File: src/rtl/datapath_pkg.sv
// Shared datapath constants for the register file
// and the upstream write-register select.
package datapath_pkg;

    localparam int REG_ADDR_W = 5;
    localparam int REG_DATA_W = 32;

    localparam logic [REG_ADDR_W-1:0] REG_ZERO = 5'd0;
    localparam logic [REG_ADDR_W-1:0] REG_RA   = 5'd31;

endpackage

File: src/rtl/wdec5to32.sv
// Write-address decoder: one-hot word enables gated by we.
// Entry 0 never gets an enable, which keeps r0 at zero.
module wdec5to32
    import datapath_pkg::*;
#(
    parameter int ADDR_W = REG_ADDR_W,
    localparam int NREG = 2 ** ADDR_W
) (
    input  logic              we,
    input  logic [ADDR_W-1:0] wa,
    output logic [NREG-1:0]   we_vec
);

    always_comb begin
        we_vec = '0;
        if (we && (wa != '0)) begin
            we_vec[wa] = 1'b1;
        end
    end

endmodule

File: src/rtl/regfile_wdec32.sv
// 32-entry register file, two operand read ports plus a debug port.
// Register 0 has no storage; optional write-through on operand ports.
module regfile_wdec32
    import datapath_pkg::*;
#(
    parameter int DATA_W = REG_DATA_W,
    parameter int ADDR_W = REG_ADDR_W,
    parameter int BYPASS = 0
) (
    input  logic              clk,
    input  logic              rst_n,
    input  logic              we,
    input  logic [ADDR_W-1:0] wa,
    input  logic [DATA_W-1:0] wd,
    input  logic [ADDR_W-1:0] ra1,
    input  logic [ADDR_W-1:0] ra2,
    output logic [DATA_W-1:0] rd1,
    output logic [DATA_W-1:0] rd2,
    input  logic [ADDR_W-1:0] dbg_ra,
    output logic [DATA_W-1:0] dbg_rd
);

    localparam int NREG = 2 ** ADDR_W;

    logic [NREG-1:0]   we_vec;
    logic [DATA_W-1:0] regs  [1:NREG-1];
    logic [DATA_W-1:0] rview [NREG];
    logic [DATA_W-1:0] base1;
    logic [DATA_W-1:0] base2;

    wdec5to32 #(
        .ADDR_W (ADDR_W)
    ) u_wdec (
        .we     (we),
        .wa     (wa),
        .we_vec (we_vec)
    );

    // Reset wins over a same-edge write.
    always_ff @(posedge clk) begin
        if (!rst_n) begin
            for (int i = 1; i < NREG; i++) begin
                regs[i] <= '0;
            end
        end else begin
            for (int i = 1; i < NREG; i++) begin
                if (we_vec[i]) begin
                    regs[i] <= wd;
                end
            end
        end
    end

    assign rview[0] = '0;

    for (genvar g = 1; g < NREG; g++) begin : g_view
        assign rview[g] = regs[g];
    end

    assign base1  = rview[ra1];
    assign base2  = rview[ra2];
    assign dbg_rd = rview[dbg_ra];

    // we_vec[ra] already excludes r0 and requires we and wa == ra.
    if (BYPASS != 0) begin : g_byp
        assign rd1 = (rst_n && we_vec[ra1]) ? wd : base1;
        assign rd2 = (rst_n && we_vec[ra2]) ? wd : base2;
    end else begin : g_nobyp
        assign rd1 = base1;
        assign rd2 = base2;
    end

endmodule

File: config.mk
export PLATFORM = sky130hd
export DESIGN_NAME = regfile_wdec32
export DESIGN_NICKNAME = d
export VERILOG_FILES = /design/src/rtl/datapath_pkg.sv /design/src/rtl/wdec5to32.sv /design/src/rtl/regfile_wdec32.sv
export SDC_FILE = /design/constraint.sdc
export NUM_CORES = 2
export LEC_CHECK = 0
export CORE_ASPECT_RATIO = 1.25
export CORE_MARGIN = 5
export CORE_UTILIZATION = 40
export DETAILED_ROUTE_END_ITERATION = 10
export GPL_ROUTABILITY_DRIVEN = 0
export PLACE_DENSITY_LB_ADDON = 0.08
export SYNTH_ARGS = -nofsm -noshare
export SYNTH_HDL_FRONTEND = slang
export SYNTH_SLANG_ARGS = --single-unit
export TNS_END_PERCENT = 100
File: constraint.sdc
create_clock -name clk -period 4.6 [get_ports clk]
set_clock_uncertainty 0.2 [all_clocks]
set_input_delay 0.69 -clock clk [delete_from_list [all_inputs] [get_ports clk]]
set_output_delay 0.69 -clock clk [all_outputs]
set_load 0.01 [all_outputs]
==> flow_summary.toml <==
[synth]
synth_warnings = 0
synth_xor_area_share_pct = 0
synthSimpleGateAreaFrac_pct = 11.7
netlist-cell-type-count = 26
synthesis.area_um2 = 61300
postSynthRegisterBits = 992
synthMuxAreaShare_pct = 27.6
synth_top_area_share_pct = 48.6
yosysSeqAreaShare_pct = 48.6
syn_inst = 4323
synth_compound_area_share_pct = 8.48
synth_top_family_by_area = "multiplexers"
yosys.area_share.adder_pct = 0
avgSynthCellArea_um2 = 14.2
yosysTopAreaCell = "edfxtp_1"
synth_top_cells_by_area = "edfxtp_1 (49%), mux4_2 (21%), and2_1 (11%)"
synth_nets = 4378

[sta]
finalMaxSlewViolations = 0
rsz0062_at_grt = "no"
fmax_mhz = 227
finalHoldViolations = 0
min_period_over_period_pct = 95.9
slew_headroom_pct = 15.5
min_period_ns = 4.41
finalSetupViolations = 0
setup_tns_ns = 0
worst_slew_pin_slew_ns = 1.26

[flow_run]
cap_violations = 0

[global_routing]
grt_max_degree = 65
overflow = 0
grt_pass1_wl_mm = 340
grt_pass1_vias = 42700
gr-usage-all-layers_pct = 30.0
antenna_found_initial = 7

[place]
post-dp-hpwl_mm = 157
portBuffers = 150

[clocking]
htree_levels = 3
hold_buffers = 0
clkSinkCount = 992
clockBufferDepth = 3
clk_pin_slew_ns = 0.07
clock-root-buffer = "clkbuf_16"
postCtsSetupBuffers = 0
cts_tree = "built"
numCtsBuffers = 109

[layout]
fin_nets = 4510
utilization_pct = 46.8
top_register = "regs"
syn_to_final_growth_pct = 16.3
reg_top3 = "regs (992)"
largest_reg_flops = 992
final_layout_size_suffix_gt1_share_pct = 29.0

[route]
vias = 42400
vias_per_cell = 6.44
wl_per_cell_um = 37.5
drc = 0
finalWirelength_mm = 247
drtAntennaViolNets = 0
drt-initial-drc-count = 4987
drtPass1Iterations = 5

[worst_hold_path]
holdCritPathClass = "in -> reg"

[worst_setup_path]
end_kind = "primary output"
critPathRequiredTime_ns = 3.71
critPathLaunchType = "input pin"
crit_arrival_ns = 3.52
crit_type = "in -> out"
crit_fanout = 19

[floorplan]
num_io_pins = 151
die-height_um = 448
chipWidth_um = 360
initial_utilization_pct = 40.3
die_area_um2 = 161000
core_um2 = 152000
row_count = 160

[power_and_ir_drop]
p_per_area_nw_per_um2 = 342
p_leak_nw = 24.9
ir_drop_uv = 264

[outcome]
outcome = "completed"
[cell type report]
type	instances	area (µm²)
Tap cell	2025	2530
Clock buffer	128	2880
Multi-Input combinational cell	2822	30000
Fill cell	13200	81000
Timing Repair Buffer	527	5340
Clock inverter	73	776
Antenna cell	6	15.0
Inverter	3	11.3
Sequential cell	992	29800
[worst max-delay path, cell delays in order]
cell and delay (ns):
buf_8 0.27, buf_4 0.36, mux4_2 0.55, a22o_1 0.26
o21ai_1 0.56, o31ai_1 0.22, clkdlybuf4s50_1 0.57
[cells by family after synthesis]
family | Yosys count
flops | 992
compound gates | 703
buf+inv | 509
mux | 960
simple gates | 1159
[synth_stat cells, drive strengths merged]
| cell | number |
|---|---|
| a211oi | 96 |
| a22o | 288 |
| and2 | 1091 |
| buf | 140 |
| clkbuf | 366 |
| edfxtp | 992 |
| inv | 3 |
| mux2 | 96 |
| mux2i | 288 |
| mux4 | 576 |
| nand2 | 6 |
| nand2b | 4 |
| nand3 | 4 |
| nand3b | 4 |
| nand4 | 1 |
| nor2 | 35 |
| nor2b | 11 |
| o21ai | 127 |
| o22ai | 96 |
| o31ai | 96 |
| or3 | 1 |
| or3b | 2 |
[repair_timing]
item	CTS	global route
endpoints found under the setup margin	0	1
resized for setup	0	1
endpoints found under the hold margin	0	0
[path summary, 6_finish.rpt]
check | startpoint | end | slack (ns) | cells after the start
setup / recovery | ra2[0] | rd2[29] | 0.19 | 7
hold / removal | rst_n | regs[0][577]$_SDFFCE_PN0P_ | 0.66 | 3
[layer usage]
metal | global-route usage [%] | up-vias | part of all wire [%]
met3 | 6.19 | 456 | 9.0
met1 | 39.5 | 22400 | 39
met2 | 49.4 | 2211 | 48
li1 | - | 17300 | -
met5 | 0 | - | 0
met4 | 11.1 | 0 | 3.9
[where the power goes]
group / internal [mW] / switching (mW)
Sequential: 10.5 / 0.366
Combinational: 1.95 / 2.36
Clock: 5.31 / 3.95
Total: 17.7 / 6.68
[placed cells by master (no fill, tap or decap), drive strengths merged]
master and count:
clkinv 51, o21ai 127, nand3b 4, and2 1091, nor2b 11, nand2b 4, bufinv 15, or3b 2
edfxtp 992, mux2i 288, or3 1, a211oi 96, o22ai 96, nand2 6, clkinvlp 8, diode 6
nand4 1, inv 2, clkbuf 128, mux4 576, clkdlybuf4s50 134, mux2 96, a22o 288, nand3 4
buf 393, nor2 35, o31ai 96
[metrics by stage]
step / cells / total power [mW] / hold WS (ns) / cell area (µm²) / worst slack (ns)
final: 6576 / 24.4 / 0.661 / 71300 / 0.188
after global placement: 6369 / 15.3 / 1.42 / 67600 / 0.134
after floorplan: 4323 / 13.3 / 0.688 / 61300 / 0.327
after CTS: 6570 / 24.5 / 0.602 / 71300 / 0.164
after detailed placement: 6369 / 15.3 / 1.41 / 67600 / 0.183
after global routing: 6571 / 25.1 / 0.678 / 71300 / 0.141
Power figures use the tool's default switching activity.
